--- config.mk ---
export PLATFORM = sky130hd
export DESIGN_NAME = stack_seq_ctrl
export DESIGN_NICKNAME = d
export VERILOG_FILES = /design/src/rtl/stack_seq_ctrl.sv
export SDC_FILE = /design/constraint.sdc
export NUM_CORES = 1
export LEC_CHECK = 0
export ABC_AREA = 0
export CAP_MARGIN = 15
export CELL_PAD_IN_SITES_DETAIL_PLACEMENT = 0
export CELL_PAD_IN_SITES_GLOBAL_PLACEMENT = 1
export CORE_UTILIZATION = 34
export DETAILED_ROUTE_END_ITERATION = 8
export GPL_TIMING_DRIVEN = 0
export MAX_ROUTING_LAYER = met4
export PLACE_DENSITY = 0.82
export SLEW_MARGIN = 5
export SYNTH_ARGS = -nofsm -noshare
export SYNTH_HDL_FRONTEND = slang
export SYNTH_SLANG_ARGS = --single-unit
--- constraint.sdc ---
create_clock -name clk -period 4.8 [get_ports clk]
set_clock_uncertainty 0.1 [all_clocks]
set_input_delay 0.96 -clock clk [delete_from_list [all_inputs] [get_ports clk]]
set_output_delay 0.96 -clock clk [all_outputs]
set_load 0.05 [all_outputs]
--- src/rtl/stack_seq_ctrl.sv ---
// Stack sequencer for CALL/RET/RTI/interrupt entry: owns SP, drives a req/ack stack port, stalls decode.
// Optional STACK_BOUNDS_CHECK_EN turns SP over/underflow into a stack_err abort. Assumes PC_W == 2*W.
module stack_seq_ctrl #(
    parameter int              W           = 16,
    parameter int              PC_W        = 32,
    parameter logic [W-1:0]    STACK_START = W'(2**11 - 1),
    parameter logic [PC_W-1:0] INT_VECTOR  = '0
) (
    input  logic            clk,
    input  logic            rst,
    input  logic            op_valid,
    input  logic [1:0]      op_kind,
    input  logic [W-1:0]    target,
    input  logic            interrupt,
    input  logic [PC_W-1:0] pc_cur,
    input  logic [3:0]      flags_in,
    input  logic [W-1:0]    mem_rdata,
    input  logic            mem_ack,
    output logic            mem_req,
    output logic            mem_we,
    output logic [W-1:0]    mem_addr,
    output logic [W-1:0]    mem_wdata,
    output logic [W-1:0]    sp,
    output logic            pc_enable,
    output logic            fd_enable,
    output logic            flush,
    output logic            pc_load,
    output logic [PC_W-1:0] pc_next,
    output logic            flags_load,
    output logic [3:0]      flags_out,
    output logic            int_ack,
    output logic            stack_err
);

    typedef enum logic [2:0] {
        IDLE, PUSH_HI, PUSH_LO, PUSH_FL, POP_FL, POP_LO, POP_HI, JUMP
    } state_t;

    localparam logic [PC_W-1:0] LO_MASK = PC_W'({W{1'b1}});

    state_t          state_q, state_d;
    logic [W-1:0]    sp_q, sp_d;
    logic            int_pending_q, int_pending_d;
    logic            is_int_q, is_int_d;
    logic            is_rti_q, is_rti_d;
    logic [PC_W-1:0] ret_pc_q, ret_pc_d;
    logic [PC_W-1:0] pc_next_q, pc_next_d;
    logic [3:0]      flags_sv_q, flags_sv_d;
    logic [3:0]      flags_rs_q, flags_rs_d;
    logic            start;
    logic            push_blocked, pop_blocked;

    always_comb begin
`ifdef STACK_BOUNDS_CHECK_EN
        push_blocked = (sp_q == '0);
        pop_blocked  = (sp_q == STACK_START);
`else
        push_blocked = 1'b0;
        pop_blocked  = 1'b0;
`endif
    end

    always_comb begin
        state_d       = state_q;
        sp_d          = sp_q;
        int_pending_d = int_pending_q | interrupt;
        is_int_d      = is_int_q;
        is_rti_d      = is_rti_q;
        ret_pc_d      = ret_pc_q;
        pc_next_d     = pc_next_q;
        flags_sv_d    = flags_sv_q;
        flags_rs_d    = flags_rs_q;
        start         = 1'b0;
        mem_req       = 1'b0;
        mem_we        = 1'b0;
        mem_addr      = sp_q;
        mem_wdata     = '0;
        flush         = 1'b0;
        pc_load       = 1'b0;
        flags_load    = 1'b0;
        int_ack       = 1'b0;
        stack_err     = 1'b0;

        case (state_q)
            IDLE: begin
                // Interrupt wins; the decode instruction stays held and is served afterwards.
                if (int_pending_q || interrupt) begin
                    start         = 1'b1;
                    int_ack       = 1'b1;
                    int_pending_d = 1'b0;
                    is_int_d      = 1'b1;
                    is_rti_d      = 1'b0;
                    ret_pc_d      = pc_cur;
                    flags_sv_d    = flags_in;
                    pc_next_d     = INT_VECTOR;
                    state_d       = PUSH_HI;
                end else if (op_valid && op_kind != 2'b00) begin
                    start      = 1'b1;
                    is_int_d   = 1'b0;
                    is_rti_d   = (op_kind == 2'b11);
                    ret_pc_d   = pc_cur;
                    flags_sv_d = flags_in;
                    pc_next_d  = PC_W'(target);
                    case (op_kind)
                        2'b01:   state_d = PUSH_HI;
                        2'b10:   state_d = POP_LO;
                        default: state_d = POP_FL;
                    endcase
                end
            end
            PUSH_HI, PUSH_LO, PUSH_FL: begin
                mem_we   = 1'b1;
                mem_addr = sp_q;
                case (state_q)
                    PUSH_HI: mem_wdata = W'(ret_pc_q >> W);
                    PUSH_LO: mem_wdata = W'(ret_pc_q);
                    default: mem_wdata = {{(W-4){1'b0}}, flags_sv_q};
                endcase
                if (push_blocked) begin
                    stack_err = 1'b1;
                    flush     = 1'b1;
                    state_d   = IDLE;
                end else begin
                    mem_req = 1'b1;
                    if (mem_ack) begin
                        sp_d = sp_q - 1'b1;
                        case (state_q)
                            PUSH_HI: state_d = PUSH_LO;
                            PUSH_LO: state_d = is_int_q ? PUSH_FL : JUMP;
                            default: state_d = JUMP;
                        endcase
                    end
                end
            end
            POP_FL, POP_LO, POP_HI: begin
                mem_addr = sp_q + 1'b1;
                if (pop_blocked) begin
                    stack_err = 1'b1;
                    flush     = 1'b1;
                    state_d   = IDLE;
                end else begin
                    mem_req = 1'b1;
                    if (mem_ack) begin
                        sp_d = sp_q + 1'b1;
                        case (state_q)
                            POP_FL: begin
                                flags_rs_d = mem_rdata[3:0];
                                state_d    = POP_LO;
                            end
                            POP_LO: begin
                                pc_next_d = (pc_next_q & ~LO_MASK) | PC_W'(mem_rdata);
                                state_d   = POP_HI;
                            end
                            default: begin
                                pc_next_d = (PC_W'(mem_rdata) << W) | (pc_next_q & LO_MASK);
                                state_d   = JUMP;
                            end
                        endcase
                    end
                end
            end
            JUMP: begin
                pc_load    = 1'b1;
                flush      = 1'b1;
                flags_load = is_rti_q;
                state_d    = IDLE;
            end
            default: state_d = IDLE;
        endcase

        pc_enable = (state_q == IDLE) && !start;
        fd_enable = pc_enable;
    end

    always_ff @(posedge clk or negedge rst) begin
        if (!rst) begin
            state_q       <= IDLE;
            sp_q          <= STACK_START;
            int_pending_q <= 1'b0;
            is_int_q      <= 1'b0;
            is_rti_q      <= 1'b0;
        end else begin
            state_q       <= state_d;
            sp_q          <= sp_d;
            int_pending_q <= int_pending_d;
            is_int_q      <= is_int_d;
            is_rti_q      <= is_rti_d;
        end
    end

    // Payload registers carry no control meaning, so they are left out of reset.
    always_ff @(posedge clk) begin
        ret_pc_q   <= ret_pc_d;
        pc_next_q  <= pc_next_d;
        flags_sv_q <= flags_sv_d;
        flags_rs_q <= flags_rs_d;
    end

    assign sp        = sp_q;
    assign pc_next   = pc_next_q;
    assign flags_out = flags_rs_q;

endmodule

Word level (Yosys, flattened, before mapping). Index checks and enable logic that the tools add are counted.

Register bits: 94. Bits of input ports: 75. Output and inout port bits: 93. Word-level logic and storage cells: 84.

$add $sub $neg: 2. Eq/ne operators: 14. Muxes and demuxes: 39. Bitwise gates (word level): 3. Reduce and logical (&&, ||, !) cells: 17.

Operator list (number): 32-bit 2-to-1 mux (5); 32-bit case mux with 2 select lines (2); 16-bit 2-to-1 mux (4); 32-bit by 16-bit OR with 32-bit output (2); 16-bit case mux with 2 select lines (2); 16-bit by 1-bit adder with 16-bit output (second input constant) (1); 16-bit by 1-bit subtractor with 16-bit output (second input constant) (1); 1-bit 2-to-1 mux (15); 3-bit 2-to-1 mux (5); 3-bit == test (second input constant) (4); 3-bit case mux with 2 select lines (2); 3-bit case mux with 4 select lines (1); 3-bit AND reduction (3); 4-bit 2-to-1 mux (2); 2-bit nonzero test (4); 3-bit by 2-bit == test with 1-bit output (second input constant) (2); 2-bit != test (second input constant) (3); 3-bit OR reduction (2); 6-bit OR reduction (1); 2-bit == test (second input constant) (2); 2-bit case mux with 2 select lines (1); 4-bit AND reduction (1); 3-bit by 1-bit == test with 1-bit output (second input constant) (1); 3-bit zero test (1); 7 further kinds (8).

Longest topological paths before layout. Gate-level depths: netlist of run 1.

Depth in word-level cells: 7. Mapped depth: 8. Mapped depth without buffers: 7.

Worst setup path after synthesis of run 1. No wires, ideal clock.

Kind: input to register. Start: input port op_kind[0]. End: register pc_next_q[16], in the netlist pc_next[16] (enable). Setup time: 0.417 ns. Arrival time: 3.853 ns. Data required time: 4.283 ns. Setup slack: 0.430 ns. Stages on the path: 7. Path buffers: 0. Cell sequence: inv_1 -> ha_1 -> o21ai_0 -> nand2_1 -> inv_1 -> o21ai_0 -> a221oi_1.

Longest elaborated chain between the ends: 4.

RTL lines: from (decl) (line 12) `input logic [1:0] op_kind,`; 2-bit nonzero test (line 97) `end else if (op_valid && op_kind != 2'b00) begin`; 1-bit logical AND (line 97); 3-bit != test (no line); 4-bit AND reduction (no line); to (signal assigned) (line 194) `pc_next_q <= pc_next_d;`; to (decl) (line 47) `logic [PC_W-1:0] pc_next_q, pc_next_d;`.

Every way passes these cells. A chain may end at the register's enable or synchronous reset.

Worst setup path after layout of run 1.
Start: input port interrupt. End: output port pc_enable.

Longest elaborated chain between the ends: 5.

RTL lines: from (decl) (line 14) `input logic interrupt,`; 1-bit logical OR (line 87) `if (int_pending_q || interrupt) begin`; 1-bit 2-to-1 mux (line 87); 1-bit 2-to-1 mux (line 84) `case (state_q)`; 1-bit zero test (line 171) `pc_enable = (state_q == IDLE) && !start;`; 1-bit logical AND (line 171); to (decl) (line 24) `output logic pc_enable,`.

Every way passes these cells.

==> results_dict.tcl, run 1 <==
set metrics [dict create \
    status "completed" \
    fin_cells 747 \
    crit_path_end_kind "output pin" \
    synthCells 391 \
    die_area_sq_um 13850 \
    wl_met1_um 5424 \
    dieHeight_um 117.7 \
    start_util 0.3549 \
    drcViolationCount 0 \
    grt_pass1_wl_um 19070 \
    viasPerCell 4.941 \
    clkSinkCount 94 \
    required_ns 3.74 \
    cp_max_fo 6 \
    syn-num-nets 471 \
    clk_pin_slew_ns 0.07 \
    power.density_nw_per_um2 750.2 \
    syn_area_sq_um 4552 \
    finalPower_uw 5082 \
    die_w_um 117.7 \
    maxCapViolations 0 \
    grt_max_degree 26 \
    async_flop_share 0.2340 \
    p_sw_uw 2504 \
    drt_iter0_drc 274 \
    core_area_sq_um 12820 \
    swShare 0.4928 \
    max_freq_mhz 236.3 \
    wire_per_inst_um 16.12 \
    timing.final.crit_share 0.8816 \
    n_antenna_cell 0 \
    holdBufCountCts 0 \
    syn_avg_cell_area_sq_um 11.64 \
    dr.max_layer_used "met4" \
    first_pass_iters 4 \
    grt_pass1_vias 3756 \
    grt_overflow 0 \
    synth_edf_count 72 \
    syn2layout_area_growth_pct 48.82 \
    n_fill_cell 1149 \
    cts_tree "done" \
    worstSkewPairLatency_ns 0.33 \
    placed_cells 730 \
    synth.distinct_cells 48 \
    placed_cell_area_sq_um 6460 \
    setup_viol 0 \
    max_slew_margin 0.4604 \
    vias 3691 \
    post-route-min-period_ns 4.232 \
    post_cts_buffers 0 \
    port_buffers 165 \
    place.detailed.hpwl_um 9059 \
    final_area_sq_um 6774 \
    layout.nets 650 \
    num_rows 41 \
    hold_viol_final 0 \
    maxSlewViolCount 0 \
    routabilityCongestion 0.9382 \
    hp-class "reg -> reg" \
    drive_gt1_frac 0.09043 \
    cts_max_level 3 \
    grt_setup_unrepaired "no" \
    drtAntennaViolNets 0 \
    worst_pin_slew_ns 0.8032 \
    track_usage 0.1798 \
    finalSetupTns_ns 0 \
    arrival_ns 3.17 \
    clockRootBuffer "clkbuf_16" \
    synth_flop_cell "edfxtp_1" \
    antenna_found_initial 0 \
    wl_met2_um 5762 \
    intPower_uw 2578 \
    clkPwrFrac 0.136 \
    critPathLaunchType "input port" \
    io_pins 168 \
    numCtsBuffers 9 \
    cts_resized 0 \
    combPwrFrac 0.588 \
    hold_ws_ns 0.3568 \
    synth-seq-cells 94 \
    wl_um 12040 \
    leakage_uw 0.002459 \
    yosysSeqAreaShare 0.5990 \
    clockBufferDepth 2 \
    yosys_warnings 0 \
    vdd_ir_drop_max_mv 0.3481 \
    path_class "in -> out" \
    met3_length_um 633 \
    pwr-share-seq 0.276 \
]
[kinds of logic (layout without fill, tap and decap cells)]
group | after synthesis | after routing | synth area share
xor+xnor | 30 | 30 | 0.05772
compound gates | 79 | 79 | 0.1190
buf+inv | 41 | 225 | 0.04068
other cells | 1 | 1 | 0.0008238
simple gates | 136 | 136 | 0.1581
fa+ha+maj | 5 | 5 | 0.01374
flops | 94 | 94 | 0.5990
mux | 5 | 5 | 0.01100
[cells in the mapped netlist (all sizes together), types with 4 or more instances]
library cell / count / area share
xnor2: 16 / 0.031
nand3: 12 / 0.013
a22oi: 13 / 0.021
or3: 5 / 0.0080
nor4: 5 / 0.0069
ha: 5 / 0.014
nor2: 35 / 0.029
dfrtp: 11 / 0.060
nand2: 21 / 0.017
edfxtp: 72 / 0.47
a22o: 16 / 0.031
a21oi: 29 / 0.033
dfstp: 11 / 0.063
nor2b: 33 / 0.045
nor3: 9 / 0.011
inv: 11 / 0.0091
buf: 13 / 0.018
clkbuf: 17 / 0.014
mux2i: 5 / 0.011
o21ai: 6 / 0.0066
xor2: 14 / 0.027
and3: 4 / 0.0055
[critical path: stages]
cell and delay [ns]:
clkdlybuf4s50_1 0.43, nor2_1 0.36, o21ai_0 0.26, nor2_1 0.23
buf_4 0.14, clkdlybuf4s50_1 0.79
[per-stage QoR]
stage,utilization,setup WS (ns)
finish,0.5282,0.5683
global route,0.5282,0.3875
CTS,0.5260,0.5335
detailed placement,0.5037,0.2642
global placement,0.5005,-1.240
floorplan,-,0.4303
[sequential cells by signal, indices dropped and copies added (netlist names)]
signal	flops
pc_next	32
ret_pc_q	32
sp	16
flags_out	4
flags_sv_q	4
state_q	3
int_pending_q	1
is_int_q	1
is_rti_q	1
[cells in the final DEF (no fill, tap or decap), types with 5 or more instances in the layout]
cell | synthesis | layout
clkdlybuf4s50_1 | 0 | 165
edfxtp_1 | 72 | 72
nor2_1 | 34 | 34
nor2b_1 | 33 | 33
a21oi_1 | 28 | 28
nand2_1 | 21 | 21
clkbuf_1 | 17 | 17
a22o_1 | 16 | 16
xnor2_1 | 16 | 16
xor2_1 | 14 | 14
a22oi_1 | 13 | 13
nand3_1 | 12 | 12
inv_1 | 11 | 11
dfrtp_1 | 11 | 11
dfstp_2 | 11 | 11
clkbuf_16 | 0 | 9
nor3_1 | 8 | 8
buf_2 | 7 | 7
o21ai_0 | 6 | 6
mux2i_1 | 5 | 5
buf_4 | 4 | 5
nor4_1 | 5 | 5
ha_1 | 5 | 5
[per-layer routing]
metal / global-route usage / vias to the layer above
met5: - / -
met4: 0.06651 / 0
met3: 0.03488 / 18
met2: 0.2809 / 135
met1: 0.2315 / 1768
li1: - / 1770
[worst paths after layout]
path	cells after the start	end	start	slack, ns
hold reg to reg	2	is_rti_q	is_rti_q	0.36
hold / removal	2	is_rti_q	is_rti_q	0.36
setup reg to reg	8	pc_next[18]	state_q[1]	1.44
min in group asynchronous	2	sp[14]	rst	1.17
setup / recovery	6	pc_enable	interrupt	0.57
max in group asynchronous	2	sp[2]	rst	3.22
[area by class of cell]
cell class	instances	area (sq um)	share of cell area
clock buffer	9	225.2	0.03325
sequential	94	2726	0.4025
buffer	30	143.9	0.02124
multi-input combinational	256	1647	0.2431
inverter	11	41.29	0.006095
tap	172	215.2	0.03177
timing repair buffer	168	1714	0.2530
clock inverter	7	61.31	0.009051
[power groups by stage]
| stage | combinational (uW) | sequential [uW] | clock, uW |
|---|---|---|---|
| 6_report | 2990 | 1400 | 689 |
| 5_1_grt | 3160 | 1440 | 730 |
| 4_1_cts | 3010 | 1410 | 708 |
| 3_5_place_dp | 3000 | 1420 | 0 |
| 3_3_place_gp | 2940 | 1420 | 0 |
| 2_1_floorplan | 1420 | 1990 | 0 |
Power figures use the tool's default switching activity.
==> inputs of run 2 (changes only) <==
--- a/config.mk
+++ b/config.mk
@@ -14,6 +14,8 @@
 export GPL_TIMING_DRIVEN = 0
 export MAX_ROUTING_LAYER = met4
 export PLACE_DENSITY = 0.82
+export REMOVE_ABC_BUFFERS = 1
+export SKIP_CTS_REPAIR_TIMING = 1
 export SLEW_MARGIN = 5
 export SYNTH_ARGS = -nofsm -noshare
 export SYNTH_HDL_FRONTEND = slang
==> results_dict.tcl, run 2 (synthesis gave the netlist of run 1 again) <==
set metrics [dict create \
    status "completed" \
    worstSkewPairLatency_ns 0.34 \
    regToRegSetupSlack_ns 1.32 \
    clk_pin_slew_ns 0.06 \
    fin_cells 722 \
    busiest_layer "met2" \
    worst_pin_slew_ns 0.8521 \
    syn2layout_area_growth_pct 48.24 \
    required_ns 3.74 \
    antenna_found_initial 0 \
    crit_chain "buf_16 -> a21boi_4 -> and3_1 -> nand3_1 -> nor2_1 -> xor2_1 -> clkdlybuf4s50_1" \
    clockRootBuffer "clkbuf_16" \
    leakage_uw 0.002437 \
    setup_viol 0 \
    dieHeight_um 117.7 \
    cts_max_level 3 \
    track_usage 0.1818 \
    core_area_sq_um 12820 \
    grtUsageMet2 0.2871 \
    start_util 0.3549 \
    vias 3554 \
    cpPeakStageDelay_ns 0.82 \
    critPathSlowestCell "clkdlybuf4s50_1" \
    post-route-min-period_ns 4.488 \
    die_area_sq_um 13850 \
    met3_usage 0.03198 \
    num_rows 41 \
    power.density_nw_per_um2 754.8 \
    path_class "reg -> out" \
    reg2reg_depth 7 \
    wl_um 11700 \
    first_pass_iters 4 \
    clkSinkCount 94 \
    drt_iter0_drc 226 \
    r2r_start "state_q[0]" \
    hp-start "is_rti_q" \
    hold_depth 2 \
    io_pins 168 \
    layout.nets 625 \
    wire_per_inst_um 16.21 \
    cts_tree "done" \
    cp_max_fo 22 \
    grt_pass1_wl_um 19110 \
    crit_path_end_kind "output pin" \
    drtAntennaViolNets 0 \
    max_slew_margin 0.4298 \
    final_cell_mix "clkdlybuf4s50_1, edfxtp_1, nor2_1, nor2b_1, a21oi_1" \
    hold_viol_final 0 \
    hold_ws_ns 0.3555 \
    vdd_ir_drop_max_mv 0.3180 \
    placed_cells 705 \
    arrival_ns 3.43 \
    numCtsBuffers 9 \
    clockBufferDepth 2 \
    n_antenna_cell 0 \
    use_met1 0.2277 \
    grt_pass1_vias 3648 \
    routabilityCongestion 0.8714 \
    drcViolationCount 0 \
    drive_gt1_frac 0.08000 \
    worstHoldEndpoint "is_rti_q" \
    max_freq_mhz 222.8 \
    hp-class "reg -> reg" \
    die_w_um 117.7 \
    place.detailed.hpwl_um 8584 \
    final_common_cell "clkdlybuf4s50_1" \
    critPathLaunchType "flop" \
    timing.final.crit_share 0.9351 \
    viasPerCell 4.922 \
    reg2reg_to "pc_next[21]" \
    port_buffers 166 \
    maxSlewViolCount 0 \
    grt_overflow 0 \
    maxCapViolations 0 \
    grt_max_degree 34 \
    grt_setup_unrepaired "no" \
]
-- run 2: changes by cell type in the layout (fill, tap and decap cells not counted), sizes merged --
cell           change
clkbuf            -17
clkdlybuf4s50      +1
inv                -2
clkinv             +1
bufinv             +1
buf                -9
-- run 2: critical path, delay by kind of cell, from the launching register on --
family / cells / cell delay [ns]
buf+inv: 2 / 1.10
compound gates: 1 / 0.38
simple gates: 3 / 0.83
xor+xnor: 1 / 0.15
flops: 1 / 0.62
-- run 2: routing by layer --
metal | part of all wire | vias to the layer above
met5 | 0 | -
met4 | 0.018 | 0
met3 | 0.057 | 13
met2 | 0.48 | 144
met1 | 0.44 | 1673
li1 | - | 1724
-- run 2: worst max-delay path by stage --
stage                    start            to  slack [ns]  cells past startpoint
detailed placement  op_kind[0]   pc_next[17]        0.34                      9
floorplan           op_kind[0]   pc_next[16]        0.43                      7
global route        state_q[2]  mem_addr[13]        0.06                      6
CTS                 state_q[0]  mem_addr[12]        0.08                      6
global placement    op_kind[0]   pc_next[17]       -1.29                      8
finish              state_q[0]  mem_addr[13]        0.31                      7
-- run 2: layout make-up --
type | count | area, sq um
sequential | 94 | 2726
fill | 1155 | 6077
timing repair buffer | 173 | 1802
clock buffer | 9 | 225.2
multi-input combinational | 256 | 1667
clock inverter | 7 | 71.32
inverter | 11 | 41.29
tap | 172 | 215.2
-- run 2: stage by stage --
stage	setup slack [ns]	util	setup TNS (ns)	total power, uW	cell area, sq um
after global placement	-1.293	0.4900	-33.74	4285	6285
after floorplan	0.4281	-	0	3333	4408
after detailed placement	0.3433	0.5003	0	4410	6416
after CTS	0.07543	0.5234	0	5140	6713
after global routing	0.06048	0.5261	0	5358	6748
final	0.3117	0.5261	0	5093	6748
-- run 2: report_power, final --
part           switching, uW  total (uW)  internal, uW
sequential               262        1500          1240
clock                    306         711           405
combinational           1900        2880           983
total                   2470        5090          2630
